===== src/rtl/adder_stim_gen.sv =====
// adder_stim_gen: packetised operand stimulus for adder energy runs.
// Four data patterns, valid/ready handshake and measurement window.
module adder_stim_gen #(
  parameter int W     = 23,
  parameter int STEP  = 10,
  parameter int CNT_W = 16
) (
  input  logic             clk,
  input  logic             rst_n,
  input  logic             start,
  input  logic [1:0]       mode,
  input  logic [31:0]      seed,
  input  logic [CNT_W-1:0] payload_len,
  input  logic [CNT_W-1:0] gap_len,
  input  logic [CNT_W-1:0] num_pkts,
  input  logic             ready,
  output logic [W-1:0]     operand_a,
  output logic [W-1:0]     operand_b,
  output logic             valid,
  output logic             sop,
  output logic             eop,
  output logic             busy,
  output logic             measure,
  output logic             done,
  output logic [31:0]      cycle_count
);

  localparam int DATA_W = 2 * W;
  localparam int KW     = $clog2(DATA_W);
  localparam int LW     = $clog2(2 * DATA_W + 1) + 1;

  localparam logic [KW-1:0]    K_MAX  = KW'(DATA_W - 1);
  localparam logic [LW-1:0]    L_STEP = LW'(STEP);
  localparam logic [LW-1:0]    L_DW   = LW'(DATA_W);
  localparam logic [LW-1:0]    L_2DW  = LW'(2 * DATA_W);
  localparam logic [CNT_W-1:0] ONE    = CNT_W'(1);
  localparam logic [31:0]      POLY   = 32'h0040_0005;

  typedef enum logic [1:0] {
    IDLE,
    SEND,
    GAP,
    DONE
  } state_t;

  function automatic logic [31:0] lfsr_step(
    input logic [31:0] s
  );
    return {s[30:0], 1'b0} ^ (s[31] ? POLY : 32'h0);
  endfunction

  function automatic logic [DATA_W-1:0] pattern(
    input logic [1:0]    m,
    input logic [KW-1:0] k,
    input logic [LW-1:0] l,
    input logic [31:0]   s,
    input logic          t
  );
    logic [DATA_W-1:0] ones;
    logic [DATA_W-1:0] r;
    ones = '1;
    r    = '0;
    unique case (m)
      2'd0: r = DATA_W'(1) << k;
      2'd1: begin
        if (l <= L_DW) r = ~(ones >> l);
        else           r = ones >> (l - L_DW);
      end
      2'd2: begin
        for (int i = 0; i < DATA_W; i++)
          r[i] = s[i % 32];
      end
      default: r = t ? ones : '0;
    endcase
    return r;
  endfunction

  state_t            state_q, state_d;
  logic [1:0]        mode_q, mode_d;
  logic [CNT_W-1:0]  plen_q, plen_d;
  logic [CNT_W-1:0]  glen_q, glen_d;
  logic [CNT_W-1:0]  npkt_q, npkt_d;
  logic [CNT_W-1:0]  fcnt_q, fcnt_d;
  logic [CNT_W-1:0]  pcnt_q, pcnt_d;
  logic [CNT_W-1:0]  gcnt_q, gcnt_d;
  logic [KW-1:0]     walk_q, walk_d;
  logic [LW-1:0]     lvl_q, lvl_d;
  logic [LW-1:0]     lsum;
  logic [31:0]       lfsr_q, lfsr_d;
  logic              tog_q, tog_d;
  logic [DATA_W-1:0] flit_q, flit_d;
  logic              valid_q, valid_d;
  logic              sop_q, sop_d;
  logic              eop_q, eop_d;
  logic              busy_q, busy_d;
  logic              meas_q, meas_d;
  logic              done_q, done_d;
  logic [31:0]       cyc_q, cyc_d;
  logic              hs;
  logic              load_pkt;
  logic              adv;

  // Next-state, pattern and registered-output computation
  always_comb begin
    state_d  = state_q;
    mode_d   = mode_q;
    plen_d   = plen_q;
    glen_d   = glen_q;
    npkt_d   = npkt_q;
    fcnt_d   = fcnt_q;
    pcnt_d   = pcnt_q;
    gcnt_d   = gcnt_q;
    walk_d   = walk_q;
    lvl_d    = lvl_q;
    lfsr_d   = lfsr_q;
    tog_d    = tog_q;
    flit_d   = flit_q;
    sop_d    = sop_q;
    eop_d    = eop_q;
    done_d   = 1'b0;
    cyc_d    = meas_q ? cyc_q + 32'd1 : cyc_q;
    hs       = valid_q & ready;
    load_pkt = 1'b0;
    adv      = 1'b0;
    lsum     = lvl_q + L_STEP;

    unique case (state_q)
      IDLE: begin
        if (start) begin
          mode_d = mode;
          plen_d = (payload_len == '0) ? ONE : payload_len;
          glen_d = gap_len;
          npkt_d = num_pkts;
          lfsr_d = (seed == 32'h0) ? 32'h1 : seed;
          fcnt_d = '0;
          pcnt_d = '0;
          gcnt_d = '0;
          cyc_d  = '0;
          if (num_pkts == '0) begin
            state_d = DONE;
          end else begin
            state_d  = SEND;
            load_pkt = 1'b1;
          end
        end
      end
      SEND: begin
        if (hs) begin
          lfsr_d = lfsr_step(lfsr_q);
          if (fcnt_q == plen_q - ONE) begin
            fcnt_d = '0;
            if (pcnt_q == npkt_q - ONE) begin
              state_d = DONE;
              done_d  = 1'b1;
            end else begin
              pcnt_d = pcnt_q + ONE;
              if (glen_q == '0) begin
                load_pkt = 1'b1;
              end else begin
                state_d = GAP;
                gcnt_d  = '0;
              end
            end
          end else begin
            fcnt_d = fcnt_q + ONE;
            adv    = 1'b1;
          end
        end
      end
      GAP: begin
        if (gcnt_q == glen_q - ONE) begin
          state_d  = SEND;
          load_pkt = 1'b1;
        end else begin
          gcnt_d = gcnt_q + ONE;
        end
      end
      default: begin
        if (done_q) state_d = IDLE;
        else        done_d  = 1'b1;
      end
    endcase

    if (load_pkt) begin
      walk_d = '0;
      lvl_d  = L_STEP;
      tog_d  = 1'b1;
      sop_d  = 1'b1;
      eop_d  = (plen_d == ONE);
      flit_d = pattern(mode_d, walk_d, lvl_d, lfsr_d, tog_d);
    end else if (adv) begin
      walk_d = (walk_q == K_MAX) ? '0 : walk_q + KW'(1);
      lvl_d  = (lsum >= L_2DW) ? lsum - L_2DW : lsum;
      tog_d  = ~tog_q;
      sop_d  = 1'b0;
      eop_d  = (fcnt_d == plen_q - ONE);
      flit_d = pattern(mode_q, walk_d, lvl_d, lfsr_d, tog_d);
    end

    valid_d = (state_d == SEND);
    busy_d  = (state_d == SEND) || (state_d == GAP);
    meas_d  = busy_d;
    if (!valid_d) begin
      sop_d = 1'b0;
      eop_d = 1'b0;
    end
  end

  // State and output registers with synchronous active-low reset
  always_ff @(posedge clk) begin
    if (!rst_n) begin
      state_q <= IDLE;
      mode_q  <= '0;
      plen_q  <= '0;
      glen_q  <= '0;
      npkt_q  <= '0;
      fcnt_q  <= '0;
      pcnt_q  <= '0;
      gcnt_q  <= '0;
      walk_q  <= '0;
      lvl_q   <= '0;
      lfsr_q  <= '0;
      tog_q   <= 1'b0;
      flit_q  <= '0;
      valid_q <= 1'b0;
      sop_q   <= 1'b0;
      eop_q   <= 1'b0;
      busy_q  <= 1'b0;
      meas_q  <= 1'b0;
      done_q  <= 1'b0;
      cyc_q   <= '0;
    end else begin
      state_q <= state_d;
      mode_q  <= mode_d;
      plen_q  <= plen_d;
      glen_q  <= glen_d;
      npkt_q  <= npkt_d;
      fcnt_q  <= fcnt_d;
      pcnt_q  <= pcnt_d;
      gcnt_q  <= gcnt_d;
      walk_q  <= walk_d;
      lvl_q   <= lvl_d;
      lfsr_q  <= lfsr_d;
      tog_q   <= tog_d;
      flit_q  <= flit_d;
      valid_q <= valid_d;
      sop_q   <= sop_d;
      eop_q   <= eop_d;
      busy_q  <= busy_d;
      meas_q  <= meas_d;
      done_q  <= done_d;
      cyc_q   <= cyc_d;
    end
  end

  assign operand_a   = flit_q[W-1:0];
  assign operand_b   = flit_q[DATA_W-1:W];
  assign valid       = valid_q;
  assign sop         = sop_q;
  assign eop         = eop_q;
  assign busy        = busy_q;
  assign measure     = meas_q;
  assign done        = done_q;
  assign cycle_count = cyc_q;

endmodule


===== config.mk =====
export PLATFORM = sky130hd
export DESIGN_NAME = adder_stim_gen
export DESIGN_NICKNAME = d
export VERILOG_FILES = /design/src/rtl/adder_stim_gen.sv
export SDC_FILE = /design/constraint.sdc
export NUM_CORES = 1
export LEC_CHECK = 0
export CAP_MARGIN = 20
export CORE_UTILIZATION = 35
export DETAILED_ROUTE_END_ITERATION = 8
export SETUP_SLACK_MARGIN = 0.02
export SKIP_CTS_REPAIR_TIMING = 1
export SLEW_MARGIN = 20
export SYNTH_ARGS = -nofsm -noshare
export SYNTH_HDL_FRONTEND = slang
export SYNTH_SLANG_ARGS = --single-unit

===== constraint.sdc =====
create_clock -name clk -period 7.48 [get_ports clk]
set_input_delay 1.122 -clock clk [delete_from_list [all_inputs] [get_ports clk]]
set_output_delay 1.122 -clock clk [all_outputs]
set_load 0.01 [all_outputs]

==> results of run 1 <==
## sequential cells by signal (all words and copies together) (netlist names)
register and flops:
sop 1, pcnt_q 16, lvl_q 7, glen_q 16, valid 1, plen_q 16
done 1, eop 1, cycle_count 32, walk_q 6, flit_q 46, npkt_q 16
mode_q 2, measure 1, gcnt_q 16, state_q 2, lfsr_q 32, fcnt_q 16
tog_q 1
## synth_stat cells, drive strengths merged (5+ instances only)
master and count:
a211oi 20, a21boi 63, a21o 10, a21oi 98, a221oi 7, a22oi 36
a31oi 38, a32oi 11, and2 56, and3 21, and4 5, buf 26
clkbuf 94, dfxtp 229, ha 17, inv 36, mux2 5, mux2i 13
nand2 300, nand2b 10, nand3 66, nand3b 10, nand4 35, nor2 157
nor2b 25, nor3 33, nor4 40, o2111ai 9, o211ai 9, o21a 21
o21ai 143, o221a 5, o221ai 7, o22ai 5, o31a 5, o31ai 9
or2 7, or3 24, or4 11, xnor2 81, xor2 59
## through the flow
step / util [%] / area [µm²] / hold WS, ns
after floorplan: - / 14490 / 0.4551
after global placement: 40.45 / 16520 / 0.4706
after detailed placement: 40.45 / 16520 / 0.4802
after CTS: 42.59 / 17390 / 0.4870
after global routing: 42.59 / 17390 / 0.5054
final: 42.59 / 17390 / 0.4903
## worst max-delay path, stage by stage, from the launching register on
cell and delay, ns:
dfxtp_1 0.36, inv_1 0.08, ha_1 0.23, nor4b_1 0.81, and3b_1 0.34, mux2_2 0.35
mux2i_1 0.11, o21ai_0 0.13, nand4_1 0.18, and2_1 0.23, inv_1 0.07, a211oi_1 0.30
ha_1 0.21, nand2_1 0.10, a221oi_1 0.27, nand4_1 0.11, or4_1 0.41, nor4_1 0.28
o2111ai_1 0.18, a2111o_1 0.32, o31ai_2 0.17
## per-layer routing
metal | up-vias | routed length (µm) | GRT usage [%]
met5 | - | 0 | 0
met4 | 0 | 1972 | 9.180
met3 | 114 | 3178 | 2.914
met2 | 589 | 23020 | 38.31
met1 | 6989 | 21580 | 30.29
li1 | 7103 | - | -
## final cells by class
cell class / instances / area share [%]
Clock buffer: 37 / 4.504
Clock inverter: 11 / 0.5181
Inverter: 36 / 0.7771
Multi-Input combinational cell: 1539 / 53.60
Sequential cell: 229 / 26.36
Tap cell: 532 / 3.828
Timing Repair Buffer: 185 / 10.40
## cells by family after synthesis
kind of cell / after synthesis / synth area share [%]
AOI/OAI and AO/OA: 547 / 25.03
xor gates and xnor gates: 142 / 8.782
adders and majority gates: 17 / 1.468
buffers and inverters: 156 / 4.309
DFF: 229 / 31.64
muxes: 18 / 1.287
and+or+nand+nor: 815 / 27.48
## power by group through the flow
stage	clock network (W)	logic, W	registers (W)
global route	0.00140	0.00106	0.00141
CTS	0.00134	0.000959	0.00140
detailed placement	0	0.000953	0.00142
global placement	0	0.000945	0.00142
finish	0.00132	0.000966	0.00140
floorplan	0	0.000644	0.00139
## worst min-delay path by stage
| stage | end | from |
|---|---|---|
| after floorplan | npkt_q[15] | npkt_q[15] |
| after global placement | walk_q[3] | walk_q[3] |
| after detailed placement | walk_q[3] | walk_q[3] |
| after CTS | walk_q[3] | walk_q[3] |
| after global routing | walk_q[3] | walk_q[3] |
| final | npkt_q[15] | npkt_q[15] |
==> impl_metrics.csv, run 1 <==
group,metric,value,unit
yosys,synthFlopType,"dfxtp_1",
pwr,p_sw,0.001239,W
setup_path,critical_path_peak_fanout,5,
sta,timing.final.crit_period,5.322,ns
clock_network,cts_htree_levels,1,
sta,drv_slew,0,
pwr,internal_power,0.002443,W
place,place_ws,2.156,ns
clock_network,clockBufferDepth,3,
yosys,yosysWarnings,0,
route,vias_per_cell,5.759,
min_path,min_path_type,"flop to flop",
yosys,synth.distinct_cells,91,
pwr,switching_share,33.64,%
final_layout,fin_cells,2569,
route,drt_wl_total,49.75,mm
sta,tns,0,ns
sta,max_freq,0.1879,GHz
grt,overflow,0,
setup_path,critPathLaunch,"npkt_q[0]",
min_path,hold_depth,2,
sta,period_share,71.15,%
floorplanning,rows,74,
pwr,peakVddDrop,0.1659,mV
pwr,p_clk_share,35.7,%
pwr,p_per_area,211.7,mW/mm²
route,drc,0,
setup_path,cp-start-kind,"flop",
grt,track_usage,23.12,%
floorplanning,die_x,205.5,µm
pwr,seqPwrFrac,38.0,%
setup_path,critical_path_class,"flop to flop",
final_layout,drive_above_1_share,5.302,%
setup_path,worst_r2r_startpoint,"npkt_q[0]",
sta,worst_pin_slew,1.037,ns
yosys,synth_top_area_share,31.64,%
pwr,comb_power_share,26.2,%
setup_path,crit_path_end,"eop",
clock_network,clk_latency,0.55,ns
final_layout,fillCellCount,4099,
final_layout,area_delta_synth_final,20.01,%
sta,maxSlewHeadroom,30.33,%
place,port_buffers,169,
clock_network,cts_tree,"yes",
grt,grt_max_degree,92,
pwr,p_leak,6.074,nW
final_layout,multi_input_area,0.009321,mm²
clock_network,numCtsBuffers,27,
status,status,"finished, final reports clean",
yosys,syn_area,0.01449,mm²
setup_path,arrival,5.79,ns
route,routedWlPerCell,19.37,µm
grt,antenna_found_initial,0,
setup_path,cp.required,7.94,ns
setup_path,timing.rr.end,"eop",
sta,fin_ws,2.158,ns
floorplanning,start_util,35.49,%
clock_network,clk_pin_slew,0.06,ns
clock_network,root_buffer,"clkbuf_16",
place,dpl.hpwl,36.12,mm
yosys,avgSynthCellArea,7.531,µm²
sta,skew,0.01106,ns
sta,hold_viol,0,
place,dp_cells,2521,
final_layout,final_common_cell,"nand2_1",
yosys,synth.area.top_cells,"dfxtp_1 (32%), nand2_1 (7.8%), xnor2_1 (4.9%), o21ai_0 (4.7%), nor2_1 (4.1%)",
setup_path,cp-end-kind,"flop",
grt,first_global_vias,14100,
route,first_pass_iters,6,
clock_network,clkSinkCount,229,
yosys,syn_inst,1924,
floorplanning,dieArea,0.04222,mm²
floorplanning,core-area,0.04083,mm²
final_layout,diodes,0,
sta,setup_viol,0,
route,vias,14800,
final_layout,seq_area,0.004584,mm²
setup_path,rr_worst_depth,20,
sta,rsz0062_at_grt,"false",
pwr,total_power,0.003682,W
yosys,synth_edf_count,0,
setup_path,r2r_slack,2.16,ns
yosys,async_reset_ff_share,0,%
yosys,synth_seq_cells,229,
route,drt_iter0_markers,1292,
place,gp_congestion,0.9261,
route,drtAntennaViolNets,0,
floorplanning,die_height,205.5,µm
yosys,synth_top_cell_by_area,"dfxtp_1",
grt,grt_first_pass_wirelength,78.09,mm
job,cap_violations,0,
final_layout,final_cell_mix,"nand2_1 (299), dfxtp_1 (229), clkdlybuf4s50_1 (168)",
floorplanning,ios,170,
final_layout,nets,2121,
yosys,synth_nets,2027,
yosys,yosysSeqAreaShare,31.64,%
Note: power is estimated with default switching activity, not from simulation.
==> inputs of run 2 (changes only) <==
==> constraint.sdc (replaced) <==
create_clock -name clk -period 5 [get_ports clk]
set_input_delay 0.75 -clock clk [delete_from_list [all_inputs] [get_ports clk]]
set_output_delay 0.75 -clock clk [all_outputs]
set_load 0.01 [all_outputs]
==> run 2 against run 1 <==
Combinational power up 55%. Register-to-register slack worse by 1.9 ns. Clock power up 58%. Fmax up 13%. Non-clock buffer count up 24. Final cell count up 0.93%. Count of clock-buffer cells in the layout up 1. Sequential power up 49%. First-iteration DRC count down 22%. Critical path depth unchanged. Core utilization up 0.70 points. Critical path type unchanged. Largest cell class unchanged.
==> impl_metrics.csv, run 2 (same netlist as run 1, synthesis figures left out) <==
group,metric,value,unit
clock_network,clkSinkCount,229,
job,cap_violations,0,
final_layout,nets,2145,
final_layout,largest_reg_flops,46,
setup_path,rr_worst_depth,20,
setup_path,path_delay_family,"simple AND/OR/NAND/NOR gates",
setup_path,critPathBufInv,2,
sta,hold_viol,0,
place,place_ws,0.2506,ns
floorplanning,die_x,205.5,µm
min_path,min_from,"flit_q[44]",
setup_path,critPathSlowestCell,"or4_1",
setup_path,r2r_slack,0.29,ns
sta,skew,0.02082,ns
setup_path,critPathMaxStageDelay,0.56,ns
place,gp_congestion,0.9602,
floorplanning,start_util,35.49,%
final_layout,area_delta_synth_final,21.99,%
place,dpl.hpwl,36.31,mm
grt,grt_max_degree,157,
final_layout,regMostFlops,"flit_q",
final_layout,final_cell_mix,"nand2_1 (298), dfxtp_1 (229), clkdlybuf4s50_1 (168)",
sta,period_share,94.13,%
sta,worst_pin_slew,1.030,ns
min_path,min_path_type,"flop to flop",
clock_network,root_buffer,"clkbuf_16",
clock_network,clockBufferDepth,3,
route,routedWlPerCell,19.07,µm
route,drc,0,
pwr,p_per_area,321.1,mW/mm²
final_layout,final_util,43.29,%
clock_network,cts_tree,"yes",
sta,rsz0062_at_grt,"false",
setup_path,path_cells,"inv_1 > ha_1 > nor4b_2 > buf_4 > nand3b_1 > xnor2_1 > or4_1 > nor4_2 > nand4_1 > nand2_2 > a311o_1 > ha_1 > nand2_1 > a221oi_1 > nand4_1 > or4_1 > nor4_1 > o2111ai_1 > a2111o_1 > o31ai_2",
setup_path,cp-end-kind,"flop",
min_path,hold_end,"flit_q[44]",
sta,setup_viol,0,
clock_network,clk_pin_slew,0.06,ns
setup_path,cp-start-kind,"flop",
clock_network,cts_htree_levels,1,
place,port_buffers,169,
setup_path,critical_path_class,"flop to flop",
grt,grt_first_pass_wirelength,77.63,mm
sta,max_freq,0.2125,GHz
clock_network,numCtsBuffers,27,
min_path,hold_depth,2,
sta,maxSlewHeadroom,31.09,%
floorplanning,ios,170,
floorplanning,rows,74,
sta,fin_ws,0.2936,ns
status,status,"finished, final reports clean",
setup_path,critical_path_peak_fanout,5,
route,drt_wl_total,49.46,mm
route,vias_per_cell,5.693,
grt,antenna_found_initial,0,
sta,timing.final.crit_period,4.706,ns
route,first_pass_iters,6,
floorplanning,core-area,0.04083,mm²
pwr,peakVddDrop,0.2250,mV
setup_path,worst_r2r_startpoint,"npkt_q[0]",
setup_path,cp.required,5.46,ns
final_layout,diodes,0,
pwr,p_leak,6.236,nW
final_layout,final_common_cell,"nand2_1",
setup_path,arrival,5.16,ns
floorplanning,dieArea,0.04222,mm²
grt,track_usage,23.05,%
sta,tns,0,ns
setup_path,timing.rr.end,"eop",
floorplanning,die_height,205.5,µm
sta,drv_slew,0,
clock_network,clk_latency,0.55,ns
route,vias,14760,
route,drtAntennaViolNets,0,
grt,first_global_vias,14180,
grt,overflow,0,
route,drt_iter0_markers,1004,
final_layout,drive_above_1_share,6.550,%
run 2: cell types whose count changed in the layout (fill, tap and decap cells not counted), moves of 2 or more:
| cell | change |
|---|---|
| a211oi_1 | -2 |
| a211oi_2 | +2 |
| buf_4 | +23 |
| bufinv_16 | +3 |
| clkinv_2 | -3 |
| clkinvlp_4 | -2 |
run 2: worst register-to-register path, cell delays in order (launching register included):
cell and delay (ns):
dfxtp_1 0.35, inv_1 0.08, ha_1 0.25, nor4b_2 0.23, buf_4 0.18, nand3b_1 0.10
xnor2_1 0.13, or4_1 0.56, nor4_2 0.24, nand4_1 0.24, nand2_2 0.15, a311o_1 0.20
ha_1 0.16, nand2_1 0.10, a221oi_1 0.24, nand4_1 0.13, or4_1 0.42, nor4_1 0.24
o2111ai_1 0.16, a2111o_1 0.32, o31ai_2 0.16
run 2: report_power, final:
part / switching [W] / internal (W) / total [W]
sequential: 0.000144 / 0.00194 / 0.00209
combinational: 0.000892 / 0.000606 / 0.00150
clock: 0.000795 / 0.00130 / 0.00209
total: 0.00183 / 0.00385 / 0.00568
run 2: routing by layer:
layer  share of wire, %  global-route usage [%]
met2                 46                   37.88
met1                 44                   30.56
met3                5.9                   2.993
met5                  0                       0
met4                3.6                   8.704
run 2: worst max-delay path by stage:
stage | slack (ns) | end | start | cells past startpoint
after floorplan | 0.56 | eop | npkt_q[0] | 19
after global placement | 0.46 | eop | npkt_q[0] | 21
after detailed placement | 0.25 | eop | npkt_q[0] | 21
after CTS | 0.24 | eop | npkt_q[0] | 21
after global routing | 0.006 | eop | npkt_q[0] | 20
final | 0.29 | eop | npkt_q[0] | 20
run 2: area by class of cell:
class	instances	area (µm²)
Fill cell	4166	23150
Inverter	36	135.1
Timing Repair Buffer	209	2002
Clock inverter	10	158.9
Clock buffer	38	787.0
Sequential cell	229	4584
Multi-Input combinational cell	1539	9344
Tap cell	532	665.6
run 2: per-stage QoR:
step                      hold slack, ns  std cells  power (W)  instance area (µm²)
final                             0.4842       2593   0.005676                17680
after global placement            0.4624       2545   0.003589                16710
after floorplan                   0.4551       1924   0.003042                14490
after global routing              0.5025       2593   0.005959                17680
after detailed placement          0.4673       2545   0.003594                16710
after CTS                         0.4850       2593   0.005714                17650
==> inputs of run 3 (changes only) <==
--- a/config.mk
+++ b/config.mk
@@ -7,6 +7,7 @@
 export LEC_CHECK = 0
 export CAP_MARGIN = 20
 export CORE_UTILIZATION = 35
+export CTS_BUF_LIST = sky130_fd_sc_hd__clkbuf_4
 export DETAILED_ROUTE_END_ITERATION = 8
 export SETUP_SLACK_MARGIN = 0.02
 export SKIP_CTS_REPAIR_TIMING = 1
==> run 3 against run 2 <==
Fmax decreased by 1.0%. First-iteration DRC count fell by 1.7%. Sequential power barely moved. Register-to-register slack worse by 0.05 ns.
==> impl_metrics.csv, run 3 (same netlist as run 1, synthesis figures left out) <==
group,metric,value,unit
status,status,"finished, final reports clean",
final_layout,final_cell_mix,"nand2_1 (298), dfxtp_1 (229), clkdlybuf4s50_1 (168)",
clock_network,clockBufferDepth,3,
place,gp_congestion,0.9602,
clock_network,clk_pin_slew,0.06,ns
final_layout,nets,2186,
grt,track_usage,23.54,%
sta,worst_pin_slew,0.9779,ns
final_layout,fin_cells,2662,
setup_path,cp-start-kind,"flop",
clock_network,clk_latency,0.74,ns
place,dp_cells,2545,
pwr,p_leak,6.284,nW
setup_path,critical_path_peak_fanout,5,
grt,grt_first_pass_wirelength,78.49,mm
job,cap_violations,0,
route,drc,0,
grt,first_global_vias,14490,
route,drt_wl_total,50.00,mm
sta,tns,0,ns
route,drt_iter0_markers,987,
sta,skew,0.06098,ns
clock_network,cts_htree_levels,3,
route,vias_per_cell,5.662,
final_layout,drive_above_1_share,9.253,%
final_layout,fillCellCount,4223,
setup_path,critPathSlowestCell,"or4_1",
setup_path,path_delay_family,"simple AND/OR/NAND/NOR gates",
floorplanning,rows,74,
final_layout,final_common_cell,"nand2_1",
final_layout,largest_reg_flops,46,
floorplanning,ios,170,
setup_path,cp.required,5.65,ns
sta,fin_ws,0.2443,ns
setup_path,path_cells,"inv_1 > ha_1 > nor4b_2 > buf_4 > nand3b_1 > xnor2_1 > or4_1 > nor4_2 > nand4_1 > nand2_2 > a311o_1 > ha_1 > nand2_1 > a221oi_1 > nand4_1 > or4_1 > nor4_1 > o2111ai_1 > a2111o_1 > o31ai_2",
pwr,peakVddDrop,0.1611,mV
sta,period_share,95.11,%
place,dpl.hpwl,36.31,mm
setup_path,arrival,5.41,ns
clock_network,root_buffer,"clkbuf_4",
clock_network,clkSinkCount,229,
floorplanning,dieArea,0.04222,mm²
clock_network,numCtsBuffers,68,
sta,max_freq,0.2103,GHz
sta,maxSlewHeadroom,34.57,%
min_path,min_path_type,"input port to flop",
route,first_pass_iters,5,
floorplanning,die_x,205.5,µm
final_layout,final_util,43.06,%
setup_path,critPathBufInv,2,
sta,setup_viol,0,
grt,antenna_found_initial,1,
place,place_ws,0.2506,ns
floorplanning,core-area,0.04083,mm²
setup_path,critical_path_class,"flop to flop",
place,port_buffers,169,
setup_path,cp-end-kind,"flop",
grt,overflow,0,
route,drtAntennaViolNets,0,
floorplanning,start_util,35.49,%
sta,holdWs,0.3794,ns
sta,timing.final.crit_period,4.756,ns
grt,grt_max_degree,157,
sta,drv_slew,0,
clock_network,cts_tree,"yes",
sta,hold_viol,0,
final_layout,regMostFlops,"flit_q",
floorplanning,die_height,205.5,µm
pwr,p_per_area,307.3,mW/mm²
route,vias,15070,
setup_path,critPathMaxStageDelay,0.57,ns
final_layout,area_delta_synth_final,21.34,%
route,routedWlPerCell,18.78,µm
-- run 3: changes by cell type in the layout (fill, tap and decap cells not counted) --
cell	before	now
clkbuf_8	7	0
clkinv_4	1	0
clkinvlp_4	2	1
clkinv_2	3	0
clkbuf_4	0	102
clkbuf_1	4	0
inv_2	0	2
diode_2	0	1
clkbuf_16	27	0
bufinv_16	4	1
clkinv_1	0	10
-- run 3: metrics by stage --
| step | area [µm²] | total power [W] |
|---|---|---|
| 2_1_floorplan | 14490 | 0.003042 |
| 5_1_grt | 17580 | 0.005714 |
| 4_1_cts | 17550 | 0.005446 |
| 3_5_place_dp | 16710 | 0.003594 |
| 3_3_place_gp | 16710 | 0.003589 |
| 6_report | 17580 | 0.005404 |
-- run 3: final timing paths --
path                            startpoint         end  slack, ns  depth (start not counted)
worst max-delay path             npkt_q[0]         eop       0.24                         20
worst min-delay path                 rst_n         sop       0.38                          3
worst max register to register   npkt_q[0]         eop       0.24                         20
worst min register to register  flit_q[44]  flit_q[44]       0.48                          2
-- run 3: power breakdown --
group	switching (W)	total [W]	internal [W]	leakage (nW)
clock network	0.000843	0.00182	0.000975	0.508
logic	0.000892	0.00150	0.000606	3.91
registers	0.000144	0.00209	0.00194	1.87
-- run 3: layout make-up --
class	count	area [µm²]	share of cell area, %
Antenna cell	1	2.502	0.01423
Clock buffer	102	765.7	4.355
Sequential cell	229	4584	26.07
Inverter	36	135.1	0.7686
Clock inverter	14	82.58	0.4697
Timing Repair Buffer	209	2002	11.39
Tap cell	532	665.6	3.786
Multi-Input combinational cell	1539	9344	53.15
-- run 3: routing by layer --
metal | up-vias | GRT usage, % | wire [µm]
li1 | 7276 | - | -
met1 | 7091 | 30.42 | 21960
met2 | 584 | 38.04 | 22920
met3 | 122 | 4.118 | 3186
met4 | 0 | 10.69 | 1931
met5 | - | 0 | 0
-- run 3: tightest hold or removal path, stage by stage --
cell     delay, ns
buf_4         0.14
nand2_1       0.12
a21oi_1       0.06
